[src/rtl/bw_frame_sequencer_pkg.sv]
`default_nettype none
// ============================================================================
//  Module   : bw_seq_pkg
//  Purpose  : Shared types and constants for the black/white frame sequencer:
//             frame geometry defaults, luma width, threshold constants and
//             the sequencer state encoding.
//  Revision : 1.0  initial release
// ============================================================================
package bw_seq_pkg;

    localparam int FRAME_W_DEF = 640;   // pixels per line
    localparam int FRAME_H_DEF = 480;   // lines per frame
    localparam int LUMA_W      = 11;    // weighted R+G+B sum width
    localparam int THR_RESET   = 600;   // threshold after reset
    localparam int THR_MIN     = 64;    // auto-threshold lower clamp
    localparam int THR_MAX     = 960;   // auto-threshold upper clamp
    localparam int X_W         = 10;
    localparam int Y_W         = 9;

    typedef logic [LUMA_W-1:0] luma_t;

    typedef enum logic [1:0] {
        S_IDLE   = 2'd0,
        S_STREAM = 2'd1,
        S_WAIT   = 2'd2
    } state_t;

endpackage
`default_nettype wire

[src/rtl/bw_frame_sequencer_if.sv]
`default_nettype none
// ============================================================================
//  Module   : bw_frame_sequencer_if
//  Purpose  : SDRAM read-port link between the frame reader and the
//             sequencer.
//  Signals  : read_request  sequencer -> reader, 1-cycle frame read pulse
//             pix_valid     reader -> sequencer, one pixel per high cycle
//             luma          reader -> sequencer, luma of current pixel
//  Modports : master = SDRAM reader side, slave = sequencer side
//  Revision : 1.0  initial release
// ============================================================================
interface bw_frame_sequencer_if;
    import bw_seq_pkg::*;

    logic  read_request;
    logic  pix_valid;
    luma_t luma;

    modport master (
        output pix_valid,
        output luma,
        input  read_request
    );

    modport slave (
        input  pix_valid,
        input  luma,
        output read_request
    );

endinterface
`default_nettype wire

[src/rtl/bw_frame_sequencer_auto_threshold.sv]
`default_nettype none
// ============================================================================
//  Module   : bw_auto_threshold
//  Purpose  : Per-frame mean-luma estimator. Sums the luma of pixels on a
//             16x16 grid (x[3:0]==0 and y[3:0]==0) until 1024 samples are
//             taken; at frame end the mean (sum>>10) clamped to
//             [THR_MIN, THR_MAX] becomes the threshold for the next frame.
//             Only built when AUTO_THRESHOLD_EN is defined.
//  Ports    : i_clk, i_rst_n        clock, sync active-low reset
//             i_clear               frame start, clears the accumulator
//             i_sample              pixel accepted this cycle
//             i_x_lo, i_y_lo        low nibbles of the pixel coordinates
//             i_luma                luma of the accepted pixel
//             i_frame_done          accepted pixel is the last of the frame
//             o_thr_next            threshold to load at next frame start
//  Revision : 1.0  initial release
// ============================================================================
`ifdef AUTO_THRESHOLD_EN
module bw_auto_threshold
    import bw_seq_pkg::*;
(
    input  wire logic       i_clk,
    input  wire logic       i_rst_n,
    input  wire logic       i_clear,
    input  wire logic       i_sample,
    input  wire logic [3:0] i_x_lo,
    input  wire logic [3:0] i_y_lo,
    input  wire luma_t      i_luma,
    input  wire logic       i_frame_done,
    output luma_t           o_thr_next
);

    localparam luma_t C_THR_MIN   = luma_t'(THR_MIN);
    localparam luma_t C_THR_MAX   = luma_t'(THR_MAX);
    localparam luma_t C_THR_RESET = luma_t'(THR_RESET);

    logic [20:0] r_sum;
    logic [10:0] r_cnt;
    luma_t       r_thr_next;

    logic        w_take;
    logic [20:0] w_sum_nxt;
    luma_t       w_mean;
    luma_t       w_clamped;

    // r_cnt[10] set means 1024 samples already taken
    assign w_take    = i_sample && (i_x_lo == 4'd0) && (i_y_lo == 4'd0) && !r_cnt[10];
    // Include the current sample so the estimate is correct even if the last
    // pixel of the frame happens to sit on the sampling grid.
    assign w_sum_nxt = r_sum + (w_take ? {10'd0, i_luma} : 21'd0);
    assign w_mean    = w_sum_nxt[20:10];
    assign w_clamped = (w_mean < C_THR_MIN) ? C_THR_MIN :
                       (w_mean > C_THR_MAX) ? C_THR_MAX : w_mean;

    always_ff @(posedge i_clk) begin
        if (!i_rst_n) begin
            r_sum      <= '0;
            r_cnt      <= '0;
            r_thr_next <= C_THR_RESET;
        end else if (i_clear) begin
            r_sum <= '0;
            r_cnt <= '0;
        end else begin
            r_sum <= w_sum_nxt;
            if (w_take) begin
                r_cnt <= r_cnt + 11'd1;
            end
            if (i_frame_done) begin
                r_thr_next <= w_clamped;
            end
        end
    end

    assign o_thr_next = r_thr_next;

endmodule
`endif
`default_nettype wire

[src/rtl/bw_frame_sequencer.sv]
`default_nettype none
// ============================================================================
//  Module   : bw_frame_sequencer
//  Purpose  : Frame-level controller for the grayscale/threshold pixel path.
//             On i_start requests a frame from the SDRAM reader, counts the
//             streamed pixels into x/y, thresholds each luma (dark = luma <=
//             threshold) and flags frame end and the first-frame VGA start.
//  Config   : AUTO_THRESHOLD_EN - threshold derived from the previous frame's
//             mean luma instead of i_threshold.
//  Ports    : i_clk, i_rst_n   clock, synchronous active-low reset
//             i_start          level, frame request while high
//             i_threshold      static threshold, sampled at frame start
//             io_sdram         SDRAM read port (slave side)
//             o_vga_start      1-cycle pulse with first read request
//             o_valid/o_bw     registered pixel valid / 1 = dark
//             o_x/o_y          coordinates of the o_valid pixel
//             o_frame_done     1-cycle pulse with last pixel of frame
//             o_threshold      threshold applied to current frame
//  Revision : 1.0  initial release
// ============================================================================
module bw_frame_sequencer
    import bw_seq_pkg::*;
#(
    parameter int FRAME_W = FRAME_W_DEF,
    parameter int FRAME_H = FRAME_H_DEF
) (
    input  wire logic             i_clk,
    input  wire logic             i_rst_n,
    input  wire logic             i_start,
    input  wire luma_t            i_threshold,
    bw_frame_sequencer_if.slave   io_sdram,
    output logic                  o_vga_start,
    output logic                  o_valid,
    output logic                  o_bw,
    output logic [X_W-1:0]        o_x,
    output logic [Y_W-1:0]        o_y,
    output logic                  o_frame_done,
    output luma_t                 o_threshold
);

    localparam logic [X_W-1:0] C_X_LAST    = X_W'(FRAME_W - 1);
    localparam logic [Y_W-1:0] C_Y_LAST    = Y_W'(FRAME_H - 1);
    localparam luma_t          C_THR_RESET = luma_t'(THR_RESET);

    state_t          r_state;
    state_t          w_state_nxt;
    logic            r_first;
    logic [X_W-1:0]  r_x;
    logic [Y_W-1:0]  r_y;
    logic            r_read_request;
    logic            r_vga_start;
    logic            r_valid;
    logic            r_bw;
    logic [X_W-1:0]  r_out_x;
    logic [Y_W-1:0]  r_out_y;
    logic            r_frame_done;
    luma_t           r_thr;

    logic            w_frame_start;
    logic            w_accept;
    logic            w_last_pix;
    luma_t           w_thr_next;

    assign w_last_pix = (r_x == C_X_LAST) && (r_y == C_Y_LAST);

    // ---------------------------------------------------------------- FSM
    always_ff @(posedge i_clk) begin
        if (!i_rst_n) begin
            r_state <= S_IDLE;
        end else begin
            r_state <= w_state_nxt;
        end
    end

    always_comb begin
        w_state_nxt   = r_state;
        w_frame_start = 1'b0;
        w_accept      = 1'b0;
        case (r_state)
            S_IDLE: begin
                if (i_start) begin
                    w_frame_start = 1'b1;
                    w_state_nxt   = S_STREAM;
                end
            end
            S_STREAM: begin
                if (io_sdram.pix_valid) begin
                    w_accept = 1'b1;
                    if (w_last_pix) begin
                        w_state_nxt = S_WAIT;
                    end
                end
            end
            S_WAIT: begin
                // one frame per i_start high period
                if (!i_start) begin
                    w_state_nxt = S_IDLE;
                end
            end
            default: w_state_nxt = S_IDLE;
        endcase
    end

    // ---------------------------------------------------------- threshold
`ifdef AUTO_THRESHOLD_EN
    luma_t w_auto_thr;

    bw_auto_threshold u_auto_threshold (
        .i_clk        (i_clk),
        .i_rst_n      (i_rst_n),
        .i_clear      (w_frame_start),
        .i_sample     (w_accept),
        .i_x_lo       (r_x[3:0]),
        .i_y_lo       (r_y[3:0]),
        .i_luma       (io_sdram.luma),
        .i_frame_done (w_accept && w_last_pix),
        .o_thr_next   (w_auto_thr)
    );

    assign w_thr_next = w_auto_thr;
`else
    assign w_thr_next = i_threshold;
`endif

    // ----------------------------------------------------------- datapath
    always_ff @(posedge i_clk) begin
        if (!i_rst_n) begin
            r_first        <= 1'b1;
            r_x            <= '0;
            r_y            <= '0;
            r_read_request <= 1'b0;
            r_vga_start    <= 1'b0;
            r_valid        <= 1'b0;
            r_bw           <= 1'b0;
            r_out_x        <= '0;
            r_out_y        <= '0;
            r_frame_done   <= 1'b0;
            r_thr          <= C_THR_RESET;
        end else begin
            r_read_request <= w_frame_start;
            r_vga_start    <= w_frame_start && r_first;
            r_valid        <= w_accept;
            r_frame_done   <= w_accept && w_last_pix;

            if (w_frame_start) begin
                r_x   <= '0;
                r_y   <= '0;
                r_thr <= w_thr_next;
            end

            if (w_accept) begin
                r_out_x <= r_x;
                r_out_y <= r_y;
                r_bw    <= !(io_sdram.luma > r_thr);
                if (r_x == C_X_LAST) begin
                    r_x <= '0;
                    r_y <= r_y + 1'b1;
                end else begin
                    r_x <= r_x + 1'b1;
                end
                if (w_last_pix) begin
                    r_first <= 1'b0;
                end
            end
        end
    end

    assign io_sdram.read_request = r_read_request;
    assign o_vga_start           = r_vga_start;
    assign o_valid               = r_valid;
    assign o_bw                  = r_bw;
    assign o_x                   = r_out_x;
    assign o_y                   = r_out_y;
    assign o_frame_done          = r_frame_done;
    assign o_threshold           = r_thr;

endmodule
`default_nettype wire
[src/flat_wrapper.sv]
// flat-port wrapper written by rule: the top's interface ports become plain ports
module bw_frame_sequencer_flat import bw_seq_pkg::*;
#(
    parameter int FRAME_W = FRAME_W_DEF,
    parameter int FRAME_H = FRAME_H_DEF
)
  (i_clk, i_rst_n, i_start, i_threshold, o_vga_start, o_valid, o_bw, o_x, o_y, o_frame_done, o_threshold, io_sdram_pix_valid, io_sdram_luma, io_sdram_read_request);
  bw_frame_sequencer_if io_sdram_i ();
  input  wire logic i_clk;
  input  wire logic i_rst_n;
  input  wire logic i_start;
  input  wire luma_t i_threshold;
  output logic o_vga_start;
  output logic o_valid;
  output logic o_bw;
  output logic [X_W-1:0] o_x;
  output logic [Y_W-1:0] o_y;
  output logic o_frame_done;
  output luma_t o_threshold;
  input wire logic [$bits(io_sdram_i.pix_valid)-1:0] io_sdram_pix_valid;
  input wire logic [$bits(io_sdram_i.luma)-1:0] io_sdram_luma;
  output wire logic [$bits(io_sdram_i.read_request)-1:0] io_sdram_read_request;
  assign io_sdram_i.pix_valid = io_sdram_pix_valid;
  assign io_sdram_i.luma = io_sdram_luma;
  assign io_sdram_read_request = io_sdram_i.read_request;
  bw_frame_sequencer #(.FRAME_W(FRAME_W), .FRAME_H(FRAME_H)) u_core (.i_clk(i_clk), .i_rst_n(i_rst_n), .i_start(i_start), .i_threshold(i_threshold), .io_sdram(io_sdram_i), .o_vga_start(o_vga_start), .o_valid(o_valid), .o_bw(o_bw), .o_x(o_x), .o_y(o_y), .o_frame_done(o_frame_done), .o_threshold(o_threshold));
endmodule
[config.mk]
export PLATFORM = sky130hd
export DESIGN_NAME = bw_frame_sequencer_flat
export DESIGN_NICKNAME = d
export VERILOG_FILES = /design/src/rtl/bw_frame_sequencer_pkg.sv /design/src/rtl/bw_frame_sequencer_if.sv /design/src/rtl/bw_frame_sequencer_auto_threshold.sv /design/src/rtl/bw_frame_sequencer.sv /design/src/flat_wrapper.sv
export SDC_FILE = /design/constraint.sdc
export NUM_CORES = 1
export LEC_CHECK = 0
export BUFFER_PORTS_ARGS = -buffer_cell sky130_fd_sc_hd__buf_4
export CORE_ASPECT_RATIO = 0.9
export CORE_MARGIN = 2
export CORE_UTILIZATION = 31
export CTS_CLUSTER_SIZE = 25
export DETAILED_ROUTE_END_ITERATION = 10
export MAX_ROUTING_LAYER = met4
export PLACE_DENSITY = 0.55
export RECOVER_POWER = 25
export SLEW_MARGIN = 20
export SYNTH_ARGS = -nofsm -noshare
export SYNTH_HDL_FRONTEND = slang
export SYNTH_SLANG_ARGS = --single-unit
[constraint.sdc]
create_clock -name i_clk -period 1.9 [get_ports i_clk]
set_input_delay 0.19 -clock i_clk [delete_from_list [all_inputs] [get_ports i_clk]]
set_output_delay 0.19 -clock i_clk [all_outputs]
set_load 0.005 [all_outputs]
# ---- Yosys cells after proc, flatten, opt, wreduce, memory -nomap -nowiden
# Index checks and enable logic that the tools add are counted.
# W data, S select, Z words.
dict set report word_totals {
  regBits 57
  latch_bits 0
  mem_bits_rw 0
  rom_bits 0
  inputBits 26
  output_inout_bits 35
  wordCells 46
  memories 0
}
dict set report op_classes {
  add_sub_neg 2
  mul 0
  div 0
  n_lt_le_gt_ge 1
  n_eq_ne 8
  n_shift 0
  mux 15
  bitwise 0
  n_reduce_logical 8
}
# operator n
set op_table {}
lappend op_table {{$mux W10} 3}
lappend op_table {{$mux W9} 3}
lappend op_table {{$gt A11 B11 Y1} 1}
lappend op_table {{$add A10 B1 Y10 const B} 1}
lappend op_table {{$eq A10 B10 Y1 const B} 1}
lappend op_table {{$add A9 B1 Y9 const B} 1}
lappend op_table {{$eq A9 B9 Y1 const B} 1}
lappend op_table {{$mux W2} 4}
lappend op_table {{$ne A2 B2 Y1 const B} 3}
lappend op_table {{$pmux W2 S3} 1}
lappend op_table {{$mux W1} 4}
lappend op_table {{$reduce_and A4 Y1} 1}
lappend op_table {{$logic_and A1 B1 Y1} 3}
lappend op_table {{$eq A2 B1 Y1 const B} 1}
lappend op_table {{$eq A2 B2 Y1 const B} 1}
lappend op_table {{$logic_not A2 Y1} 1}
lappend op_table {{$ne A2 B1 Y1 const B} 1}
lappend op_table {{$reduce_and A2 Y1} 1}
lappend op_table {{$reduce_bool A2 Y1} 1}
lappend op_table {{$logic_not A1 Y1} 1}

# ---- Depth between registers and ports, before layout
dict set report depth {
  ltp_word 5
  ltp_mapped 7
  ltp_nobuf 7
}

# ---- Least setup slack after synthesis
# OpenSTA, ideal clock, no wires.
dict set report synth_path {
  path_type {reg2reg}
  startpoint {register u_core.r_x[0]}
  endpoint {register u_core.r_y[8]}
  setup_ns 0.070
  t_arrival_ns 1.900
  required_ns 1.830
  slack_ns -0.070
  path_stages_with_launch 6
  n_path_buf 0
  synth_period_minus_slack_ns 1.970
  cell_sequence {dfxtp_1 ha_1 nand3_1 or4_4 or4_1 a21oi_1}
}
dict set report synth_via {
  elab_chain_cells 3
}
# item line_no
set synth_lines {}
lappend synth_lines {{start, declared} bw_frame_sequencer.sv:48} ;# logic [X_W-1:0] r_x;
lappend synth_lines {{start signal, assigned} bw_frame_sequencer.sv:159} ;# r_x <= r_x + 1'b1;
lappend synth_lines {{$eq A10 B10 Y1} bw_frame_sequencer.sv:155} ;# if (r_x == C_X_LAST) begin
lappend synth_lines {{$mux W9} bw_frame_sequencer.sv:155}
lappend synth_lines {{$mux W9} bw_frame_sequencer.sv:151} ;# if (w_accept) begin
lappend synth_lines {{end signal, assigned} bw_frame_sequencer.sv:157} ;# r_y <= r_y + 1'b1;
lappend synth_lines {{end, declared} bw_frame_sequencer.sv:49} ;# logic [Y_W-1:0] r_y;
# Every way passes these cells.
# A chain may end at the register's enable or synchronous reset.

# ---- Final worst setup path
dict set report layout_path {
  startpoint {register u_core.r_x[8]}
  endpoint {register u_core.r_y[8]}
}
# The elaborated chain is that of the path after synthesis.

==> flow_summary.toml <==
[routing]
drc = 0
wl_per_cell_um = 12.48
ant_nets = 0
vias = 2399
drt-pass1-iter-count = 4
drt-vias-per-instance = 4.750
drt-initial-drc-count = 88
routed_wirelength_mm = 6.302

[sta]
fmax_ghz = 0.5395
rsz0062_at_grt = "true"
finClkSkew_ns = 0.009076
timing.final.crit_share_pct = 97.56
min_period_ns = 1.854
slew_violations = 0
slew_headroom_pct = 70.26
setup_viol = 0
whs_ns = 0.08725
finalHoldViolCount = 0
worst_pin_slew_ns = 0.4445

[setup_path]
slowest_stage = "or4_4"
cp_cell_sequence = "or3b_4, or4_4, or4_4, a21oi_1"
worst_setup_path_start_kind = "flop"
required_ns = 2.16
path_class = "flop to flop"
crit_path_frequent_cell = "or4_4"
max_stage_delay_ns = 0.49
endpoint_kind = "flop"
crit_fanout = 5
cp.arrival_ns = 2.12

[floorplan]
coreArea_sq_um = 7990
dieArea_sq_um = 8888
die_y_um = 89.64
start_util_pct = 31.62
die_w_um = 99.16
ioPinCount = 61
rows = 31

[pwr]
seq_power_share_pct = 45.8
p_int_mw = 2.073
power.share.switching_pct = 23.07
power.leakage_nw = 1.485
p_comb_share_pct = 10.0
power_switching_uw = 621.7
total_power_mw = 2.695
clkPwrFrac_pct = 44.1
vdd_ir_drop_max_v = 0.0004653
power_density_nw_per_um2 = 774.8

[clock_tree]
cts_tree = "yes"
clock_tree.buffer_depth = 2
clockRootBuffer = "clkbuf_8"
cts_inserted_buffers = 9
insertion_delay_ns = 0.33
cts.sinks = 57
clk_pin_slew_worst_paths_ns = 0.07
h-tree-depth = 3

[place]
place_congestion = 0.8325
place.port_buffers = 60
placed_cells = 487
place_hpwl_mm = 4.627

[global_routing]
grtUsageMet1_pct = 18.82
grt_usage_pct = 15.10
grt_max_degree = 35
grtUsageMet3_pct = 4.876
grt_pass1_vias = 2204
grt-busiest-layer = "met2"
gr-usage-met2_pct = 23.46
grt_first_pass_wirelength_mm = 10.27
antenna_found_initial = 0
gr-total-overflow = 0

[synthesis]
synth_edf_count = 0
synth_warnings = 0
synth_cell_types = 43
syn_area_sq_um = 2526
synth_ff_type = "dfxtp_1"
synth_area_leaders = "dfxtp_1 45%, nand2_1 12%, a21oi_1 8.1%"
ys_ff_latch = 57
synth_top_cell_by_area = "dfxtp_1"
synthArstFlopShare_pct = 0
synth_top_area_share_pct = 45.17
syn_area_per_cell_sq_um = 7.969
synth_fp_nets = 356
synth_cells = 317
ys_seq_area_share_pct = 45.17

[finish]
synthToLayoutAreaGrowth_pct = 37.69
layout.area.seq_sq_um = 1144
fin_nets = 440
layoutNonFillerInstCount = 505
drive_gt1_share_pct = 27.83
multiInputGateArea_sq_um = 1280
fill_cells = 834
diodes = 0

[status]
status = "finished, final reports clean"

[job]
maxCapViolCount = 0

[hold_path]
hp-class = "input pin to flop"
==> per-stage QoR <==
| stage | cell area, sq um | util [%] | setup TNS [ns] | setup WS (ns) |
|---|---|---|---|---|
| floorplan | 2535 | - | 0 | 0.006842 |
| global placement | 3253 | 40.71 | 0 | 0.06044 |
| CTS | 3462 | 43.33 | 0 | 0.01643 |
| detailed placement | 3253 | 40.71 | 0 | 0.03428 |
| finish | 3478 | 43.53 | 0 | 0.04628 |
| global route | 3478 | 43.53 | -0.002277 | -0.002277 |
==> worst max-delay path, delay by kind of cell, from the launching register on <==
| family | cells | cell delay (ns) |
|---|---|---|
| compound gates | 1 | 0.14 |
| flops | 1 | 0.34 |
| simple gates | 3 | 1.32 |
==> cells in the mapped netlist (2+ instances only) <==
cell / count
a21oi_1: 41
a31oi_1: 4
and2_1: 2
and3_1: 5
clkbuf_1: 11
dfxtp_1: 57
ha_1: 13
inv_1: 17
nand2_1: 78
nand3_1: 12
nand3b_1: 2
nand4_1: 4
nor2_1: 20
nor3_1: 2
o211ai_1: 4
o21a_1: 2
o21ai_0: 13
o31ai_1: 2
or4_1: 2
xor2_1: 3
==> logic make-up after synthesis <==
kind of cell / after synthesis / share of synthesized area, %
buffers and inverters: 31 / 4.804
XOR/XNOR: 3 / 1.040
AND/OR/NAND/NOR: 138 / 25.46
AO/OA/AOI/OAI: 75 / 17.09
adder cells (fa/ha/maj): 13 / 6.439
flip-flops: 57 / 45.17
==> cell usage in the layout (no fill, tap or decap), drive strengths merged, types with 4 or more instances in the layout <==
master / Yosys / layout
clkbuf: 11 / 31
o21ai: 13 / 13
a21oi: 41 / 41
ha: 13 / 13
inv: 17 / 17
dfxtp: 57 / 57
o211ai: 4 / 4
nor2: 20 / 20
and3: 5 / 5
nand3: 12 / 12
nand2: 78 / 78
clkinv: 1 / 6
a31oi: 4 / 4
nand4: 4 / 4
buf: 1 / 64
==> metal layers <==
layer / routed length (um) / part of all wire, %
met5: 0 / 0
met2: 2870 / 46
met3: 318 / 5.0
met1: 3035 / 48
met4: 78 / 1.2
==> sequential cells by signal, summed over array words and instances (netlist names), 2 cells and up <==
signal and count:
u_core.r_state 2, u_core.o_threshold 11, u_core.o_x 10, u_core.r_x 10, u_core.o_y 9, u_core.r_y 9
==> layout make-up <==
type,instances,share of cell area (%)
Multi-Input combinational cell,229,36.80
Inverter,18,1.942
Sequential cell,57,32.88
Tap cell,99,3.561
Clock buffer,9,3.561
Clock inverter,7,2.446
Timing Repair Buffer,86,18.81
==> path summary, 6_finish.rpt <==
check / slack (ns) / cells after the start / from / end
setup reg to reg: 0.05 / 4 / u_core.r_x[8] / u_core.r_y[8]
hold reg to reg: 0.45 / 2 / u_core.o_y[5] / u_core.o_y[5]
hold / removal: 0.09 / 3 / i_threshold[4] / u_core.o_threshold[4]
setup / recovery: 0.05 / 4 / u_core.r_x[8] / u_core.r_y[8]
==> timing repair <==
action / CTS / global route
hold buffers: 0 / 0
gates resized for setup: 0 / 2
setup buffers: 0 / 2
endpoints found under the setup margin: 0 / 2
==> power by group through the flow <==
| stage | logic [mW] | clock network (mW) | registers (mW) |
|---|---|---|---|
| finish | 0.270 | 1.19 | 1.24 |
| global placement | 0.273 | 0 | 1.26 |
| detailed placement | 0.274 | 0 | 1.26 |
| CTS | 0.276 | 1.23 | 1.24 |
| global route | 0.305 | 1.28 | 1.24 |
| floorplan | 0.135 | 0 | 1.26 |
(Power assumes the default switching activity.)
